**config.mk**
```make
export PLATFORM = sky130hd
export DESIGN_NAME = bp_fe_fetch_replay_queue_flat
export DESIGN_NICKNAME = d
export VERILOG_FILES = /design/src/rtl/bp_fe_fetch_replay_queue_if.sv /design/src/rtl/bp_fe_fetch_replay_queue.sv /design/src/flat_wrapper.sv
export SDC_FILE = /design/constraint.sdc
export NUM_CORES = 1
export LEC_CHECK = 0
export BUFFER_PORTS_ARGS = -buffer_cell sky130_fd_sc_hd__buf_2
export CORE_ASPECT_RATIO = 0.75
export CORE_MARGIN = 2
export CORE_UTILIZATION = 55
export CTS_CLUSTER_DIAMETER = 40
export CTS_CLUSTER_SIZE = 28
export DETAILED_ROUTE_END_ITERATION = 6
export MAX_ROUTING_LAYER = met4
export PLACE_DENSITY = 0.85
export SLEW_MARGIN = 25
export SYNTH_ARGS = -nofsm -noshare
export SYNTH_HDL_FRONTEND = slang
export SYNTH_SLANG_ARGS = --single-unit
```
**constraint.sdc**
```tcl
create_clock -name clk_i -period 5.6 [get_ports clk_i]
set_clock_uncertainty 0.2 [all_clocks]
set_input_delay 0.28 -clock clk_i [delete_from_list [all_inputs] [get_ports clk_i]]
set_output_delay 0.28 -clock clk_i [all_outputs]
set_load 0.02 [all_outputs]
```
**src/rtl/bp_fe_fetch_replay_queue_if.sv**
```systemverilog
// I$ response, instruction delivery and refetch request signals of the fetch replay queue.
// master drives the queue's inputs (I$ side plus consumer); slave is the queue itself.
interface bp_fe_fetch_replay_queue_if #(
  parameter int vaddr_width_p = 39,
  parameter int instr_width_p = 32
);
  logic                     resp_v_i;
  logic [vaddr_width_p-1:0] resp_vaddr_i;
  logic [instr_width_p-1:0] resp_data_i;
  logic                     resp_miss_i;
  logic                     resp_ready_o;

  logic                     instr_v_o;
  logic [vaddr_width_p-1:0] instr_vaddr_o;
  logic [instr_width_p-1:0] instr_o;
  logic                     instr_yumi_i;

  logic                     refetch_v_o;
  logic [vaddr_width_p-1:0] refetch_vaddr_o;
  logic                     refetch_fill_o;
  logic                     refetch_ready_i;

  modport master (
    output resp_v_i, resp_vaddr_i, resp_data_i, resp_miss_i, instr_yumi_i, refetch_ready_i,
    input  resp_ready_o, instr_v_o, instr_vaddr_o, instr_o, refetch_v_o, refetch_vaddr_o,
           refetch_fill_o
  );

  modport slave (
    input  resp_v_i, resp_vaddr_i, resp_data_i, resp_miss_i, instr_yumi_i, refetch_ready_i,
    output resp_ready_o, instr_v_o, instr_vaddr_o, instr_o, refetch_v_o, refetch_vaddr_o,
           refetch_fill_o
  );
endinterface

```
**src/rtl/bp_fe_fetch_replay_queue.sv**
```systemverilog
// In-order instruction FIFO behind the I$ that replays a missed vaddr upstream and
// discards stale responses until that vaddr comes back.
module bp_fe_fetch_replay_queue #(
  parameter int vaddr_width_p = 39,
  parameter int instr_width_p = 32,
  parameter int els_p         = 4,
  parameter int count_width_p = 16
) (
  input  logic                     clk_i,
  input  logic                     reset_i,
  bp_fe_fetch_replay_queue_if.slave io,
  output logic [count_width_p-1:0] miss_count_o
);
  localparam int ptr_w_lp = $clog2(els_p);
  localparam int cnt_w_lp = ptr_w_lp + 1;
  localparam logic [cnt_w_lp-1:0] els_lp = cnt_w_lp'(els_p);

  typedef enum logic [1:0] {
    e_run     = 2'd0,
    e_refetch = 2'd1,
    e_wait    = 2'd2
  } state_e;

  state_e                   state_q, state_d;
  logic [vaddr_width_p-1:0] vaddr_mem_q [els_p];
  logic [instr_width_p-1:0] data_mem_q  [els_p];
  logic [ptr_w_lp-1:0]      rptr_q, wptr_q;
  logic [cnt_w_lp-1:0]      count_q;
  logic [vaddr_width_p-1:0] miss_vaddr_q;
  logic [count_width_p-1:0] miss_count_q;

  logic full_s, empty_s, match_s, hs_s, deq_s;
  logic ready_s, enq_s, miss_evt_s, refetch_v_s;

  assign full_s  = (count_q == els_lp);
  assign empty_s = (count_q == {cnt_w_lp{1'b0}});
  assign match_s = (io.resp_vaddr_i == miss_vaddr_q);
  assign hs_s    = io.resp_v_i & ready_s;
  assign deq_s   = io.instr_yumi_i & ~empty_s;

  always_ff @(posedge clk_i or posedge reset_i) begin
    if (reset_i) state_q <= e_run;
    else         state_q <= state_d;
  end

  always_comb begin
    state_d = state_q;
    case (state_q)
      e_run:     if (hs_s & io.resp_miss_i) state_d = e_refetch; else state_d = state_q;
      e_refetch: if (io.refetch_ready_i) state_d = e_wait; else state_d = state_q;
      e_wait: begin
        if (hs_s & match_s) state_d = io.resp_miss_i ? e_refetch : e_run;
        else                state_d = state_q;
      end
      default:   state_d = e_run;
    endcase
  end

  // A matching response in WAIT is the only thing that can leave WAIT, so only it
  // is held off by a full FIFO; everything else there is dropped on arrival.
  always_comb begin
    ready_s     = 1'b1;
    enq_s       = 1'b0;
    miss_evt_s  = 1'b0;
    refetch_v_s = 1'b0;
    case (state_q)
      e_run: begin
        ready_s    = ~full_s;
        enq_s      = hs_s & ~io.resp_miss_i;
        miss_evt_s = hs_s & io.resp_miss_i;
      end
      e_refetch: begin
        ready_s     = 1'b1;
        refetch_v_s = 1'b1;
      end
      e_wait: begin
        ready_s    = match_s ? ~full_s : 1'b1;
        enq_s      = hs_s & match_s & ~io.resp_miss_i;
        miss_evt_s = hs_s & match_s & io.resp_miss_i;
      end
      default: begin
        ready_s     = 1'b1;
        refetch_v_s = 1'b0;
      end
    endcase
  end

  always_ff @(posedge clk_i or posedge reset_i) begin
    if (reset_i) begin
      rptr_q       <= {ptr_w_lp{1'b0}};
      wptr_q       <= {ptr_w_lp{1'b0}};
      count_q      <= {cnt_w_lp{1'b0}};
      miss_vaddr_q <= {vaddr_width_p{1'b0}};
      miss_count_q <= {count_width_p{1'b0}};
    end else begin
      if (enq_s) wptr_q <= wptr_q + ptr_w_lp'(1);
      if (deq_s) rptr_q <= rptr_q + ptr_w_lp'(1);
      case ({enq_s, deq_s})
        2'b10:   count_q <= count_q + cnt_w_lp'(1);
        2'b01:   count_q <= count_q - cnt_w_lp'(1);
        default: count_q <= count_q;
      endcase
      if (miss_evt_s) miss_vaddr_q <= io.resp_vaddr_i;
      if (miss_evt_s && (miss_count_q != {count_width_p{1'b1}}))
        miss_count_q <= miss_count_q + count_width_p'(1);
    end
  end

  always_ff @(posedge clk_i) begin
    if (enq_s) begin
      vaddr_mem_q[wptr_q] <= io.resp_vaddr_i;
      data_mem_q[wptr_q]  <= io.resp_data_i;
    end
  end

  assign io.resp_ready_o    = ready_s;
  assign io.instr_v_o       = ~empty_s;
  assign io.instr_vaddr_o   = vaddr_mem_q[rptr_q];
  assign io.instr_o         = data_mem_q[rptr_q];
  assign io.refetch_v_o     = refetch_v_s;
  assign io.refetch_vaddr_o = miss_vaddr_q;
  assign io.refetch_fill_o  = refetch_v_s;
  assign miss_count_o       = miss_count_q;
endmodule

```
**src/flat_wrapper.sv**
```systemverilog
// flat-port wrapper written by rule: the top's interface ports become plain ports
module bp_fe_fetch_replay_queue_flat 
#(
  parameter int vaddr_width_p = 39,
  parameter int instr_width_p = 32,
  parameter int els_p         = 4,
  parameter int count_width_p = 16
)
  (clk_i, reset_i, miss_count_o, io_resp_v_i, io_resp_vaddr_i, io_resp_data_i, io_resp_miss_i, io_instr_yumi_i, io_refetch_ready_i, io_resp_ready_o, io_instr_v_o, io_instr_vaddr_o, io_instr_o, io_refetch_v_o, io_refetch_vaddr_o, io_refetch_fill_o);
  bp_fe_fetch_replay_queue_if #(.vaddr_width_p(vaddr_width_p), .instr_width_p(instr_width_p)) io_i ();
  input  logic clk_i;
  input  logic reset_i;
  output logic [count_width_p-1:0] miss_count_o;
  input wire logic [$bits(io_i.resp_v_i)-1:0] io_resp_v_i;
  input wire logic [$bits(io_i.resp_vaddr_i)-1:0] io_resp_vaddr_i;
  input wire logic [$bits(io_i.resp_data_i)-1:0] io_resp_data_i;
  input wire logic [$bits(io_i.resp_miss_i)-1:0] io_resp_miss_i;
  input wire logic [$bits(io_i.instr_yumi_i)-1:0] io_instr_yumi_i;
  input wire logic [$bits(io_i.refetch_ready_i)-1:0] io_refetch_ready_i;
  output wire logic [$bits(io_i.resp_ready_o)-1:0] io_resp_ready_o;
  output wire logic [$bits(io_i.instr_v_o)-1:0] io_instr_v_o;
  output wire logic [$bits(io_i.instr_vaddr_o)-1:0] io_instr_vaddr_o;
  output wire logic [$bits(io_i.instr_o)-1:0] io_instr_o;
  output wire logic [$bits(io_i.refetch_v_o)-1:0] io_refetch_v_o;
  output wire logic [$bits(io_i.refetch_vaddr_o)-1:0] io_refetch_vaddr_o;
  output wire logic [$bits(io_i.refetch_fill_o)-1:0] io_refetch_fill_o;
  assign io_i.resp_v_i = io_resp_v_i;
  assign io_i.resp_vaddr_i = io_resp_vaddr_i;
  assign io_i.resp_data_i = io_resp_data_i;
  assign io_i.resp_miss_i = io_resp_miss_i;
  assign io_i.instr_yumi_i = io_instr_yumi_i;
  assign io_i.refetch_ready_i = io_refetch_ready_i;
  assign io_resp_ready_o = io_i.resp_ready_o;
  assign io_instr_v_o = io_i.instr_v_o;
  assign io_instr_vaddr_o = io_i.instr_vaddr_o;
  assign io_instr_o = io_i.instr_o;
  assign io_refetch_v_o = io_i.refetch_v_o;
  assign io_refetch_vaddr_o = io_i.refetch_vaddr_o;
  assign io_refetch_fill_o = io_i.refetch_fill_o;
  bp_fe_fetch_replay_queue #(.vaddr_width_p(vaddr_width_p), .instr_width_p(instr_width_p), .els_p(els_p), .count_width_p(count_width_p)) u_core (.clk_i(clk_i), .reset_i(reset_i), .io(io_i), .miss_count_o(miss_count_o));
endmodule
```
==> Yosys cells after proc, flatten, opt, wreduce, memory -nomap -nowiden <==
Memories as Yosys holds them, arrays and structs flattened.
Cells that the tools add are included.
Widths: inputs -> output; s select.
{ "totals": {"regBits": 64, "latch_bits": 0, "ram_bits": 284, "rom_bits": 0, "inputBits": 77, "out_inout_bits": 130, "elab_cells": 51, "mem_count": 2} }
{ "op_classes": {"add_sub_neg": 5, "multipliers": 0, "div_mod_pow": 0, "n_lt_le_gt_ge": 0, "n_eq_ne": 10, "shift": 0, "muxes": 13, "bitwise": 10, "n_reduce_logical": 5} }
{ "memory_table": {"columns": ["name", "words", "width", "read_ports", "rd_clocked_by_memory_dff", "write_ports", "line", "source"], "rows": [
  ["u_core.vaddr_mem_q", 4, 39, 1, 0, 1, "bp_fe_fetch_replay_queue.sv:25", "logic [vaddr_width_p-1:0] vaddr_mem_q [els_p];"],
  ["u_core.data_mem_q", 4, 32, 1, 0, 1, "bp_fe_fetch_replay_queue.sv:26", "logic [instr_width_p-1:0] data_mem_q [els_p];"]
]} }
{ "op_table": {"columns": ["op", "n"], "rows": [
  ["$eq 39x39->1", 1],
  ["$add 16x1->16 const B", 1],
  ["$ne 16x16->1 const B", 1],
  ["$and 1x1->1", 7],
  ["$mux 2", 3],
  ["$pmux 1 s2", 3],
  ["$pmux 2 s3", 1],
  ["$pmux 3 s2", 1],
  ["$mux 1", 5],
  ["$add 2x1->2 const B", 2],
  ["$eq 2x1->1 const B", 2],
  ["$eq 2x2->1 const B", 2],
  ["$ne 2x1->1 const B", 2],
  ["$add 3x1->3 const B", 1],
  ["$eq 3x3->1 const B", 1],
  ["$logic_not 3->1", 1],
  ["$not 1->1", 3],
  ["$reduce_and 3->1", 1],
  ["$sub 3x1->3 const B", 1],
  ["$logic_not 2->1", 1],
  ["$ne 2x2->1 const B", 1],
  ["$reduce_bool 2->1", 1],
  ["$logic_and 1x1->1", 1]
]} }

==> Depth between registers and ports, before layout <==
{ "logic_depth": {"word_depth": 10, "ltp_mapped": 12, "ltp_nobuf": 12} }

==> Least setup slack after synthesis <==
Ideal clock, no wire load.
{ "synth_timing": {"kind": "flip-flop to flip-flop", "from": "reg u_core.miss_vaddr_q[3], in the netlist u_core.io.refetch_vaddr_o[3]", "to": "mem u_core.data_mem_q[0][0], enable pin", "setup_ns": 0.437, "arrival_time_ns": 3.436, "required_time_ns": 4.963, "setup_slack_ns": 1.527, "path_stages_with_launch": 7, "path_buffers": 0, "synth_period_minus_slack_ns": 4.073, "cell_sequence": "dfrtp_1 xnor2_1 nand4_1 nor4_2 nand3_2 a2111oi_4 and2_1"} }
{ "synth_via": {"elab_chain_cells": 9, "word_cells_on_any_way": 10, "classes_between": "1 x eq/ne; 5 x mux; 4 x bitwise"} }
{ "synth_lines": {"columns": ["element", "line", "source"], "rows": [
  ["start, declared", "bp_fe_fetch_replay_queue.sv:29", "logic [vaddr_width_p-1:0] miss_vaddr_q;"],
  ["start signal, assigned", "bp_fe_fetch_replay_queue.sv:93", "miss_vaddr_q <= {vaddr_width_p{1'b0}};"],
  ["start signal, assigned", "bp_fe_fetch_replay_queue.sv:103", "if (miss_evt_s) miss_vaddr_q <= io.resp_vaddr_i;"],
  ["$eq 39x39->1 (*)", "bp_fe_fetch_replay_queue.sv:37", "assign match_s = (io.resp_vaddr_i == miss_vaddr_q);"],
  ["$mux 1", "bp_fe_fetch_replay_queue.sv:77", "ready_s = match_s ? ~full_s : 1'b1;"],
  ["$pmux 1 s2", "bp_fe_fetch_replay_queue.sv:66", "case (state_q)"],
  ["$and 1x1->1", "bp_fe_fetch_replay_queue.sv:38", "assign hs_s = io.resp_v_i & ready_s;"],
  ["$and 1x1->1 (2 in series)", "bp_fe_fetch_replay_queue.sv:78", "enq_s = hs_s & match_s & ~io.resp_miss_i;"],
  ["$pmux 1 s2 (*)", "bp_fe_fetch_replay_queue.sv:66", null],
  ["$mux 1 (*)", "bp_fe_fetch_replay_queue.sv:110", "if (enq_s) begin"],
  ["$mux 1 (implied by the code) (*)", "bp_fe_fetch_replay_queue.sv:112", "data_mem_q[wptr_q] <= io.resp_data_i;"],
  ["end, declared", "bp_fe_fetch_replay_queue.sv:26", null]
]} }
Every way passes the cells marked *; elsewhere a longest branch is shown, timed or not.

==> Worst setup path in the final report <==
{ "layout_timing": {"from": "in io_resp_vaddr_i[1]", "to": "mem u_core.data_mem_q[0][23], enable pin"} }
{ "layout_via": {"elab_chain_cells": 9, "word_cells_on_any_way": 10, "classes_between": "1 x eq/ne; 5 x mux; 4 x bitwise"} }
{ "layout_lines": {"columns": ["element", "line", "source"], "rows": [
  ["start, declared", "flat_wrapper.sv:15", "input wire logic [$bits(io_i.resp_vaddr_i)-1:0] io_resp_vaddr_i;"],
  ["$eq 39x39->1 (*)", "bp_fe_fetch_replay_queue.sv:37", null],
  ["$mux 1", "bp_fe_fetch_replay_queue.sv:77", null],
  ["$pmux 1 s2", "bp_fe_fetch_replay_queue.sv:66", null],
  ["$and 1x1->1", "bp_fe_fetch_replay_queue.sv:38", null],
  ["$and 1x1->1 (2 in series)", "bp_fe_fetch_replay_queue.sv:78", null],
  ["$pmux 1 s2 (*)", "bp_fe_fetch_replay_queue.sv:66", null],
  ["$mux 1 (*)", "bp_fe_fetch_replay_queue.sv:110", null],
  ["$mux 1 (implied by the code) (*)", "bp_fe_fetch_replay_queue.sv:112", null]
]} }
Marked as above.

==> results.cfg <==
[logic_synthesis]
synth_fp_nets = 715
yosysWarningCount = 0
ys_ff_latch = 348
ys_seq_area_frac = 0.754
synth_edf_count = 284
netlist_instances = 631
async_flop_share = 0.184
yosys-top-cells-area = edfxtp_1 63%, dfrtp_1 12%, mux4_2 12%
avgSynthCellArea_um2 = 21.3
ys_types = 40
synth_area_leader_cell = edfxtp_1
synthesis.area_um2 = 13400
yosys_most_used_dff = edfxtp_1
synth_top_area_share = 0.635

[global_routing]
grt_pass1_vias = 7656
grt-ovfl-total = 0
grt_use_total = 0.233
antenna_found_initial = 0
grt_max_degree = 73
grt_first_pass_wirelength_um = 43300

[setup_path]
arrival_ns = 3.69
crit_path_end_kind = flip-flop
path_class = input pin to flip-flop
critical_path_required_ns = 5.60
cp_max_fo = 40
cp-start-kind = input pin

[cts]
cts_sinks = 348
cts_buffer_depth = 3
numCtsBuffers = 39
htreeDepth = 2
cts_tree = yes
cts-resized-gates = 0
clk-insertion-delay-late_ns = 0.52
clkSlewWorstSetupHoldPaths_ns = 0.06
ctsRootBufferMaster = clkbuf_16

[finish]
antenna_cells = 0
nets = 1021
fillerInstances = 1427
area_delta_synth_final_pct = 27.0
final_cell_count_no_fill = 1298
final_cell_mix = 284 x edfxtp_1, 206 x buf_2, 74 x dlygate4sd3_1
final_common_cell = edfxtp_1
drive_above_1_share = 0.387

[timing]
setup_tns_ns = 0
setup_viol = 0
hold_viol = 0
worst-slew-pin-transition_ns = 0.858
finalMaxSlewViolations = 0
rsz0062_at_grt = false
min_period_ns = 3.70
whs_ns = 0.0399
clock.fmax_mhz = 271
slew_headroom = 0.428
min_period_over_period = 0.660

[hold_path]
hold_path_class = input pin to flip-flop

[place]
dpl.hpwl_um = 16200
io_buffer_count = 206
globalplace.congestion = 0.783
place_inst = 1148

[routing]
routedWlPerCell_um = 21.9
vias_per_cell = 5.53
drt-total-wl_um = 28400
drtIter0Drc = 507
ant_nets = 0
drcViolationCount = 0
drt-pass1-iter-count = 4
dr_total_vias = 7178

[power_and_ir_drop]
p_leak_nw = 6.27
p_per_area_nw_per_um2 = 520
ir_worst_vdd_mv = 0.414

[floorplanning]
die_y_um = 139
initial_core_util = 0.561
pin_count = 207
die_width_um = 185
rows = 49
core-area_um2 = 24000
dieArea_um2 = 25700

[status]
status = completed

[run]
cap_violations = 0
[power by group]
group	total, W	switching [W]	internal, W
Clock	0.00266	0.00111	0.00156
Combinational	0.00269	0.00153	0.00116
Sequential	0.00352	0.000331	0.00319
Total	0.00887	0.00297	0.00591
[Yosys cell counts, types with 3 or more instances]
cell / n
buf_1: 7
nand4_1: 9
nand2_1: 13
buf_2: 4
xnor2_1: 44
nand3_1: 4
ha_1: 6
nor2_1: 8
mux2_1: 40
mux4_2: 71
inv_1: 10
nor4_2: 5
dfrtp_1: 64
xor2_1: 15
and2_1: 5
clkbuf_1: 10
edfxtp_1: 284
nor4b_2: 3
[metal layers]
layer | vias to the layer above | routed length [um] | share of wire | global-route usage
met5 | - | 0 | 0 | -
met4 | 0 | 673 | 0.024 | 0.0665
li1 | 3147 | - | - | -
met1 | 3663 | 11900 | 0.42 | 0.319
met3 | 51 | 2200 | 0.077 | 0.0510
met2 | 317 | 13700 | 0.48 | 0.359
[repair_timing]
action	CTS	global route
setup buffers	0	0
hold buffers	74	0
hold endpoints to repair	391	0
[critical path, stage by stage]
cell	delay (ns)
dlygate4sd3_1	0.54
buf_2	0.16
xnor2_1	0.15
nand4_1	0.24
nor4_2	0.47
nand3_2	0.22
a2111oi_4	0.65
and2_4	0.65
buf_12	0.30
[cell type report]
cell class                 count  area (um2)  share of cell area
inverter                      10        37.5             0.00220
multi-input combinational    249        3170               0.186
timing repair buffer         289        1930               0.113
tap                          331         414              0.0243
clock inverter                28         329              0.0193
sequential                   348       10100               0.594
clock buffer                  43        1050              0.0617
[cells by family after synthesis]
group / Yosys count / synth area share
buffers and inverters: 34 / 0.0113
AO/OA/AOI/OAI: 6 / 0.00466
flip-flops: 348 / 0.754
multiplexers: 113 / 0.154
adder cells (fa/ha/maj): 7 / 0.00707
XOR/XNOR: 59 / 0.0384
AND/OR/NAND/NOR: 64 / 0.0309
[state kept, by name, summed over array words and instances, names as in the netlist]
name	count
u_core.io.refetch_vaddr_o	39
u_core.state_q	2
u_core.data_mem_q	128
u_core.vaddr_mem_q	156
u_core.miss_count_o	16
u_core.wptr_q	2
u_core.rptr_q	2
u_core.count_q	3
[stage by stage]
| stage | power (W) | worst slack (ns) | utilization | instance area (um2) |
|---|---|---|---|---|
| after global routing | 0.00924 | 1.69 | 0.712 | 17100 |
| after detailed placement | 0.00621 | 1.87 | 0.619 | 14800 |
| after floorplan | 0.00529 | 1.53 | - | 13400 |
| after global placement | 0.00613 | 1.90 | 0.618 | 14800 |
| final | 0.00887 | 1.90 | 0.712 | 17100 |
| after CTS | 0.00893 | 1.83 | 0.707 | 17000 |
[worst paths after layout]
check / slack, ns / end / cells after the start / start
setup / recovery: 1.90 / u_core.data_mem_q[0][23]$_DFFE_PP_ / 9 / io_resp_vaddr_i[1]
hold reg to reg: 0.29 / u_core.count_q[2]$_DFFE_PP0P_ / 1 / u_core.count_q[2]$_DFFE_PP0P_
min in group asynchronous: 0.39 / u_core.io.refetch_vaddr_o[28]$_DFFE_PP0P_ / 4 / reset_i
max in group asynchronous: 4.18 / u_core.rptr_q[1]$_DFFE_PP0P_ / 4 / reset_i
setup reg to reg: 1.92 / u_core.data_mem_q[0][23]$_DFFE_PP_ / 7 / u_core.io.refetch_vaddr_o[24]$_DFFE_PP0P_
hold / removal: 0.04 / u_core.rptr_q[0]$_DFFE_PP0P_ / 3 / io_instr_yumi_i
No activity file was read; power rests on OpenSTA's default activity.
